File: src/rtl/cfg_pkg.sv
// Shared encodings for the display configuration path: mode codes, cursor fields, cursor moves.
// Also used by the text renderer and the time/date/timer register banks.
package cfg_pkg;

    typedef enum logic [2:0] {
        MODE_NORMAL = 3'd0,
        MODE_HORA   = 3'd1,
        MODE_FECHA  = 3'd2,
        MODE_TIMER  = 3'd3
    } mode_t;

    localparam logic [1:0] LOC_LEFT  = 2'd2;
    localparam logic [1:0] LOC_MID   = 2'd1;
    localparam logic [1:0] LOC_RIGHT = 2'd0;

    function automatic mode_t next_mode(input mode_t m);
        case (m)
            MODE_NORMAL: return MODE_HORA;
            MODE_HORA:   return MODE_FECHA;
            MODE_FECHA:  return MODE_TIMER;
            default:     return MODE_NORMAL;
        endcase
    endfunction

    // Field codes count up towards the left, so a left move walks 0->1->2 and wraps.
    function automatic logic [1:0] loc_left(input logic [1:0] l);
        case (l)
            LOC_RIGHT: return LOC_MID;
            LOC_MID:   return LOC_LEFT;
            default:   return LOC_RIGHT;
        endcase
    endfunction

    function automatic logic [1:0] loc_right(input logic [1:0] l);
        case (l)
            LOC_LEFT: return LOC_MID;
            LOC_MID:  return LOC_RIGHT;
            default:  return LOC_LEFT;
        endcase
    endfunction

endpackage

File: src/rtl/blink_gen.sv
// Cursor blink phase generator: toggles every HALF cycles while enabled, held low when disabled.
// restart shows the cursor immediately and starts a fresh half-period.
module blink_gen #(
    parameter int HALF = 25_000_000
) (
    input  logic clk,
    input  logic reset,
    input  logic en,
    input  logic restart,
    output logic blink
);

    localparam int CW = $clog2(HALF) + 1;
    localparam logic [CW-1:0] LAST = CW'(HALF - 1);

    logic [CW-1:0] cnt;

    always_ff @(posedge clk or posedge reset) begin
        if (reset) begin
            cnt   <= '0;
            blink <= 1'b0;
        end else if (!en) begin
            cnt   <= '0;
            blink <= 1'b0;
        end else if (restart) begin
            cnt   <= '0;
            blink <= 1'b1;
        end else if (cnt == LAST) begin
            cnt   <= '0;
            blink <= ~blink;
        end else begin
            cnt <= cnt + CW'(1);
        end
    end

endmodule

File: src/rtl/config_cursor_ctrl.sv
// Configuration front-end: button pulses -> mode, cursor field, blink phase and edit strobes.
// All outputs registered, one clock after the button pulse; idle timeout returns to NORMAL.
module config_cursor_ctrl
    import cfg_pkg::*;
#(
    parameter int BLINK_HALF  = 25_000_000,
    parameter int TIMEOUT_CYC = 500_000_000
) (
    input  logic       clk,
    input  logic       reset,
    input  logic       btn_mode,
    input  logic       btn_left,
    input  logic       btn_right,
    input  logic       btn_up,
    input  logic       btn_down,
    output logic [2:0] config_mode,
    output logic [1:0] LOCATION,
    output logic       BLINK,
    output logic       inc_pulse,
    output logic       dec_pulse,
    output logic [2:0] edit_mode,
    output logic [1:0] edit_field
);

    localparam int TW = $clog2(TIMEOUT_CYC) + 1;
    localparam logic [TW-1:0] T_LAST = TW'(TIMEOUT_CYC - 1);

    mode_t         state, state_nxt;
    logic [1:0]    loc, loc_nxt;
    logic [TW-1:0] tcnt, tcnt_nxt;
    logic          inc_nxt, dec_nxt, restart, activity, in_cfg, timeout;

    always_comb begin
        state_nxt = state;
        loc_nxt   = loc;
        inc_nxt   = 1'b0;
        dec_nxt   = 1'b0;
        restart   = 1'b0;
        activity  = btn_mode | btn_left | btn_right | btn_up | btn_down;
        in_cfg    = (state != MODE_NORMAL);
        // Any pulse on the expiry cycle counts as activity, so it pre-empts the timeout.
        timeout   = (TIMEOUT_CYC != 0) && in_cfg && !activity && (tcnt == T_LAST);

        if (btn_mode) begin
            state_nxt = next_mode(state);
            loc_nxt   = LOC_LEFT;
            restart   = 1'b1;
        end else if (timeout) begin
            state_nxt = MODE_NORMAL;
            loc_nxt   = LOC_LEFT;
        end else if (in_cfg) begin
            if (btn_up || btn_down) begin
                inc_nxt = btn_up & ~btn_down;
                dec_nxt = btn_down & ~btn_up;
            end else if (btn_left != btn_right) begin
                loc_nxt = btn_left ? loc_left(loc) : loc_right(loc);
                restart = 1'b1;
            end
        end

        if (TIMEOUT_CYC == 0 || activity || !in_cfg || state_nxt != state)
            tcnt_nxt = '0;
        else
            tcnt_nxt = tcnt + TW'(1);
    end

    always_ff @(posedge clk or posedge reset) begin
        if (reset) begin
            state      <= MODE_NORMAL;
            loc        <= LOC_LEFT;
            tcnt       <= '0;
            inc_pulse  <= 1'b0;
            dec_pulse  <= 1'b0;
            edit_mode  <= 3'd0;
            edit_field <= 2'd0;
        end else begin
            state     <= state_nxt;
            loc       <= loc_nxt;
            tcnt      <= tcnt_nxt;
            inc_pulse <= inc_nxt;
            dec_pulse <= dec_nxt;
            if (inc_nxt || dec_nxt) begin
                edit_mode  <= state;
                edit_field <= loc;
            end
        end
    end

    blink_gen #(.HALF(BLINK_HALF)) u_blink (
        .clk     (clk),
        .reset   (reset),
        .en      (state_nxt != MODE_NORMAL),
        .restart (restart),
        .blink   (BLINK)
    );

    assign config_mode = state;
    assign LOCATION    = loc;

endmodule

File: config.mk
export PLATFORM = sky130hd
export DESIGN_NAME = config_cursor_ctrl
export DESIGN_NICKNAME = d
export VERILOG_FILES = /design/src/rtl/cfg_pkg.sv /design/src/rtl/blink_gen.sv /design/src/rtl/config_cursor_ctrl.sv
export SDC_FILE = /design/constraint.sdc
export NUM_CORES = 1
export LEC_CHECK = 0
export CAP_MARGIN = 20
export CORE_MARGIN = 5
export CORE_UTILIZATION = 30
export CTS_CLUSTER_SIZE = 14
export DETAILED_ROUTE_END_ITERATION = 8
export GPL_TIMING_DRIVEN = 0
export PLACE_DENSITY = 0.43
export SLEW_MARGIN = 20
export SYNTH_ARGS = -nofsm -noshare
export SYNTH_HDL_FRONTEND = slang
export SYNTH_SLANG_ARGS = --single-unit
File: constraint.sdc
create_clock -name clk -period 6.17 [get_ports clk]
set_clock_uncertainty 0.15 [all_clocks]
set_input_delay 1.234 -clock clk [delete_from_list [all_inputs] [get_ports clk]]
set_output_delay 1.234 -clock clk [all_outputs]
set_load 0.05 [all_outputs]
==> qor.csv, run 1 <==
stage,metric,value,unit
min_path,min_path_type,flop to flop,
logic_synthesis,ys_warn_count,0,
worst_setup_path,reg2reg_depth,8,
grt,grt_pass1_vias,2587,
place,dp_slack,2.43,ns
timing,final_hold_viol_count,0,
routing,avgRoutedWirePerCell,13.9,microns
place,hpwl,5350,microns
place,gp_congestion,0.755,
logic_synthesis,ys_seq_area_share,50.5,%
power,cellLeakagePower,1.64,nW
logic_synthesis,syn-num-nets,365,
timing,finalCritPeriodShare,55.1,%
finish,area_growth,19.5,%
logic_synthesis,synth_area,3420,sq um
routing,drt_pass1_iterations,4,
timing,slew_viol_final,0,
clock_tree,clk_pin_slew_worst_paths,0.05,ns
logic_synthesis,synthTopCellsByArea,"dfrtp_1, xor2_1, nor2_1, nand3_1, xnor2_1",
floorplan,die_area,13600,sq um
grt,grt_pass1_wl,13100,microns
timing,fin_hold_ws,0.328,ns
timing,min_period,3.40,ns
routing,vias_per_cell,4.80,
timing,timing.final.ws_setup,2.77,ns
worst_setup_path,worstPathArrival,3.47,ns
timing,max_clock_freq,294,MHz
worst_setup_path,crit_path_end_kind,flop,
timing,rsz0062_at_grt,no,
worst_setup_path,worstSetupStartpointType,input port,
finish,post-route-util,36.1,%
logic_synthesis,yosysTopAreaCell,dfrtp_1,
routing,drtAntennaViolNets,0,
logic_synthesis,synth_top_area_share,49.7,%
grt,gr-total-overflow,0,
clock_tree,clock_latency,0.33,ns
clock_tree,cts-resized-gates,0,
clock_tree,root_buffer,clkbuf_16,
finish,layout-drive-gt1-share,6.68,%
worst_setup_path,max_stage_delay,0.55,ns
floorplan,fp-row-count,39,
floorplan,fp.coreArea,11300,sq um
power,peakVddDrop,0.147,mV
flow_run,maxCapViolCount,0,
place,numPortBuffers,19,
floorplan,ioPinCount,20,
clock_tree,cts_buffers,9,
worst_setup_path,crit_required,6.24,ns
floorplan,die_w,117,microns
logic_synthesis,synth.avg_cell_area,9.69,sq um
logic_synthesis,async_flop_share,100,%
worst_setup_path,crit_path_top_delay_cell,or4_1,
run_status,outcome,"finished, final reports clean",
logic_synthesis,synth-edff-count,0,
grt,antenna_found_initial,0,
clock_tree,htreeDepth,3,
timing,setup_viol,0,
logic_synthesis,yosysUniqueCellTypes,38,
worst_setup_path,cp_max_fo,10,
floorplan,fp.dieH,117,microns
finish,final_common_cell,nor2_1,
routing,dr_total_vias,2552,
finish,most-common-layout-cells,"nor2_1, dfrtp_1, xor2_1",
timing,slew_headroom,38.7,%
routing,drc,0,
finish,final_nets,396,
finish,antenna_cells,0,
grt,track_usage,12.2,%
logic_synthesis,synth_ff_type,dfrtp_1,
clock_tree,cts_hold_buf,0,
logic_synthesis,syn_inst,353,
power,cellPowerDensity,269,nW/um^2
clock_tree,cts_tree,yes,
timing,tns,0,ns
timing,tightest_slew,0.911,ns
clock_tree,cts_buffer_depth,2,
worst_setup_path,crit_chain,clkdlybuf4s50_1 > or4_1 > nor3_1 > and3_1 > or3_1 > buf_4 > buf_6 > nor2_1,
clock_tree,post_cts_buffers,0,
min_path,hold_path_depth,2,
routing,finalWirelength,7420,microns
routing,drt_iter0_drc,131,
logic_synthesis,synth_seq_cells,69,
clock_tree,cts_sinks,69,
worst_setup_path,critical_path_class,input port to flop,
floorplan,initial_core_util,30.2,%
grt,grt_max_degree,40,
==> registers in the layout, summed over array words and instances (netlist names) <==
signal / count
u_blink.blink: 1
dec_pulse: 1
config_mode: 3
inc_pulse: 1
tcnt: 30
u_blink.cnt: 26
edit_field: 2
edit_mode: 3
LOCATION: 2
==> path summary, 6_finish.rpt <==
| check | from | to | slack, ns |
|---|---|---|---|
| max | btn_left | u_blink.cnt[17] | 2.77 |
| min | edit_field[1] | edit_field[1] | 0.33 |
| max reg2reg | tcnt[0] | u_blink.cnt[17] | 3.74 |
| min reg2reg | edit_field[1] | edit_field[1] | 0.33 |
| max in group asynchronous | reset | u_blink.cnt[0] | 4.20 |
| min in group asynchronous | reset | u_blink.cnt[8] | 1.11 |
==> report_power, final <==
part,switching [mW],internal [mW]
Sequential,0.0140,0.469
Clock,0.182,0.293
Combinational,0.0934,0.0496
Total,0.290,0.811
==> worst max-delay path, delay by kind of cell <==
family        cells  cell delay [ns]
simple gates      5             1.40
buf+inv           3             0.83
==> routing by layer <==
layer,wire length [microns],part of all wire [%],track usage (%)
met5,0,0,0
met4,153,2.1,5.81
met3,236,3.2,2.67
met2,3210,43,18.0
met1,3810,51,17.0
==> synth_stat cells (2+ instances only) <==
master,instances
nor2_1,72
xnor2_1,15
and3_1,12
buf_2,2
o21ai_0,3
xor2_1,39
or4_1,2
nor3_1,6
or3_1,3
and4_1,3
nand3_1,33
nand2b_1,3
nand4_1,19
a22o_1,4
inv_1,9
dfrtp_1,68
buf_6,2
nor4_1,8
or4b_1,2
ha_1,5
a21oi_1,5
buf_4,2
nand2_1,20
nor4_2,2
==> stage by stage <==
step | total power [mW] | cells | cell area, sq um
floorplan | 0.586 | 353 | 3420
global placement | 0.635 | 515 | 3790
detailed placement | 0.637 | 516 | 3810
CTS | 1.13 | 532 | 4090
global route | 1.16 | 532 | 4090
finish | 1.10 | 532 | 4090
==> kinds of logic (layout without fill, tap and decap cells) <==
group	count (synthesis)	count (layout)	share of synthesized area (%)
simple gates	191	191	27.9
flops	69	69	50.5
xor+xnor	54	54	13.8
compound gates	18	18	3.51
buf+inv	16	52	2.49
fa+ha+maj	5	5	1.83
==> area by class of cell <==
class | instances | area (sq um)
tap | 143 | 179
inverter | 9 | 36.3
sequential | 69 | 1730
timing repair buffer | 20 | 210
fill | 1174 | 7230
multi-input combinational | 268 | 1610
buffer | 7 | 51.3
clock buffer | 14 | 264
clock inverter | 2 | 10.0
No activity file was read; power rests on OpenSTA's default activity.
==> inputs of run 2 (changes only) <==
- clock period: 6.17 -> 3.5 ns (I/O delays scaled with it)
==> results of run 2 <==
The final DEF is identical to that of run 1. Status: finished, final reports clean.
Main changes from that run: setup slack after placement 2.43 ns -> 0.294 ns; setup slack after layout 2.77 ns -> 0.632 ns; register-to-register setup slack 3.74 ns -> 1.07 ns; total power 1.10 mW -> 1.94 mW; worst IR drop on VDD 0.147 mV -> 0.259 mV
==> inputs of run 3 (changes only) <==
- PLACE_DENSITY: 0.43 -> 0.44
- clock period: 3.5 -> 2.48 ns (I/O delays scaled with it)
==> run 3 against run 2 <==
- combinational power is 43% higher
- utilization is 0.49 points higher
- sequential share of layout area is 0.56 points lower
- sequential power is 41% higher
- worst hold slack worse by 0.00061 ns
- critical path depth stayed put
- cell count stayed put
- first-iteration DRC count is 29% lower
- clock power is 46% higher
- register-to-register slack worse by 0.90 ns
- critical path type unchanged
- largest cell class unchanged
==> qor.csv, run 3 (same netlist as run 1, synthesis figures left out) <==
stage,metric,value,unit
worst_setup_path,max_stage_delay,0.58,ns
power,cellPowerDensity,672,nW/um^2
timing,finalCritPeriodShare,94.5,%
worst_setup_path,crit_path_end_kind,flop,
place,numPortBuffers,19,
worst_setup_path,worstSetupStartpointType,input port,
grt,gr-total-overflow,0,
routing,drtAntennaViolNets,0,
place,postPlaceCellArea,3820,sq um
finish,fin_area,4140,sq um
worst_setup_path,cp_max_fo,10,
grt,grt_max_degree,43,
worst_setup_path,critical_path_class,input port to flop,
timing,tightest_slew,0.963,ns
clock_tree,cts_hold_buf,0,
worst_setup_path,worstPathArrival,2.41,ns
routing,avgRoutedWirePerCell,13.8,microns
finish,final_common_cell,nor2_1,
timing,fin_hold_ws,0.328,ns
routing,drc,0,
worst_setup_path,crit_required,2.55,ns
power,peakVddDrop,0.358,mV
clock_tree,clk_pin_slew_worst_paths,0.05,ns
clock_tree,root_buffer,clkbuf_16,
timing,max_clock_freq,427,MHz
floorplan,ioPinCount,20,
finish,area_growth,21.1,%
worst_setup_path,cp_num_buf_inv,3,
finish,fill_cells,1164,
run_status,outcome,"finished, final reports clean",
floorplan,die_area,13600,sq um
finish,post-route-util,36.6,%
clock_tree,clock_latency,0.33,ns
clock_tree,htreeDepth,3,
grt,track_usage,11.8,%
timing,slew_headroom,35.2,%
power,cellLeakagePower,1.66,nW
clock_tree,cts_buffer_depth,2,
routing,drt_pass1_iterations,4,
finish,regMostFlops,tcnt,
floorplan,initial_core_util,30.2,%
clock_tree,cts_tree,yes,
finish,seqCellArea,1730,sq um
finish,final_nets,396,
routing,finalWirelength,7330,microns
min_path,min_path_type,flop to flop,
clock_tree,cts_sinks,69,
grt,antenna_found_initial,0,
finish,antenna_cells,0,
routing,drt_iter0_drc,93,
place,hpwl,5190,microns
floorplan,fp.dieH,117,microns
timing,min_period,2.34,ns
finish,layout-drive-gt1-share,7.71,%
timing,slew_viol_final,0,
floorplan,fp-row-count,39,
flow_run,maxCapViolCount,0,
timing,final_hold_viol_count,0,
clock_tree,cts_buffers,9,
timing,setup_viol,0,
place,place_inst,516,
timing,rsz0062_at_grt,no,
worst_setup_path,cp_top_family,simple AND/OR/NAND/NOR gates,
finish,top_regs,"tcnt: 30 flops, u_blink.cnt: 26 flops",
grt,grt_pass1_vias,2555,
finish,multi_input_area,1650,sq um
place,gp_congestion,0.782,
worst_setup_path,crit_path_top_delay_cell,or4_1,
routing,dr_total_vias,2562,
floorplan,fp.coreArea,11300,sq um
finish,largest_reg_flops,30,
grt,grt_pass1_wl,12600,microns
routing,vias_per_cell,4.82,
finish,layout.cells.non_filler,532,
worst_setup_path,crit_chain,clkdlybuf4s50_1 > or4_1 > nor3_4 > and3_4 > or3_1 > buf_4 > buf_6 > nor2_1,
floorplan,die_w,117,microns
finish,most-common-layout-cells,"nor2_1, dfrtp_1, xor2_1",
run 3: changes by cell type in the layout (fill, tap and decap cells not counted), sizes merged:
cell | previous run | this run
clkdlybuf4s50 | 19 | 18
clkbuf | 15 | 17
buf | 7 | 6
dlygate4sd2 | 0 | 1
clkinv | 2 | 1
run 3: repair_timing:
action	in CTS	in global routing
gates cloned	0	0
gates resized for setup	4	4
setup buffers	0	0
endpoints found under the setup margin	33	30
run 3: final cells by class:
class,count,area share [%]
sequential,69,41.7
multi-input combinational,268,39.7
clock buffer,15,6.70
timing repair buffer,20,5.23
tap,143,4.32
buffer,7,1.30
inverter,9,0.876
clock inverter,1,0.121
run 3: through the flow:
| stage | setup TNS [ns] | power (mW) | setup slack (ns) |
|---|---|---|---|
| global placement | -104.40 | 1.58 | -1.27 |
| floorplan | 0 | 1.46 | 0.0958 |
| CTS | 0 | 2.82 | 0.0620 |
| finish | 0 | 2.78 | 0.137 |
| global route | 0 | 2.90 | 0.00827 |
| detailed placement | -17.41 | 1.59 | -0.496 |
run 3: layer usage:
metal / GRT usage (%) / share of wire, % / vias up
met5: 0 / 0 / -
met4: 5.12 / 2.0 / 0
met3: 2.83 / 3.7 / 13
met2: 17.9 / 44 / 33
met1: 16.1 / 51 / 1225
li1: - / - / 1291
run 3: tightest hold or removal path: stages (launching register included):
cell	delay, ns
dfrtp_1	0.34
nand2_1	0.05
o21ai_0	0.06
run 3: worst paths after layout:
check	start	endpoint	slack, ns	cells past startpoint
max	btn_right	u_blink.cnt[21]	0.14	8
min in group asynchronous	reset	u_blink.cnt[9]	0.35	2
max in group asynchronous	reset	LOCATION[1]	1.24	3
min reg2reg	edit_field[0]	edit_field[0]	0.33	2
max reg2reg	tcnt[12]	u_blink.cnt[21]	0.17	7
min	edit_field[0]	edit_field[0]	0.33	2
run 3: where the power goes:
part	total (mW)	switching, mW	internal (mW)
Combinational	0.361	0.237	0.125
Clock	1.22	0.464	0.758
Sequential	1.20	0.0339	1.17
Total	2.78	0.734	2.05
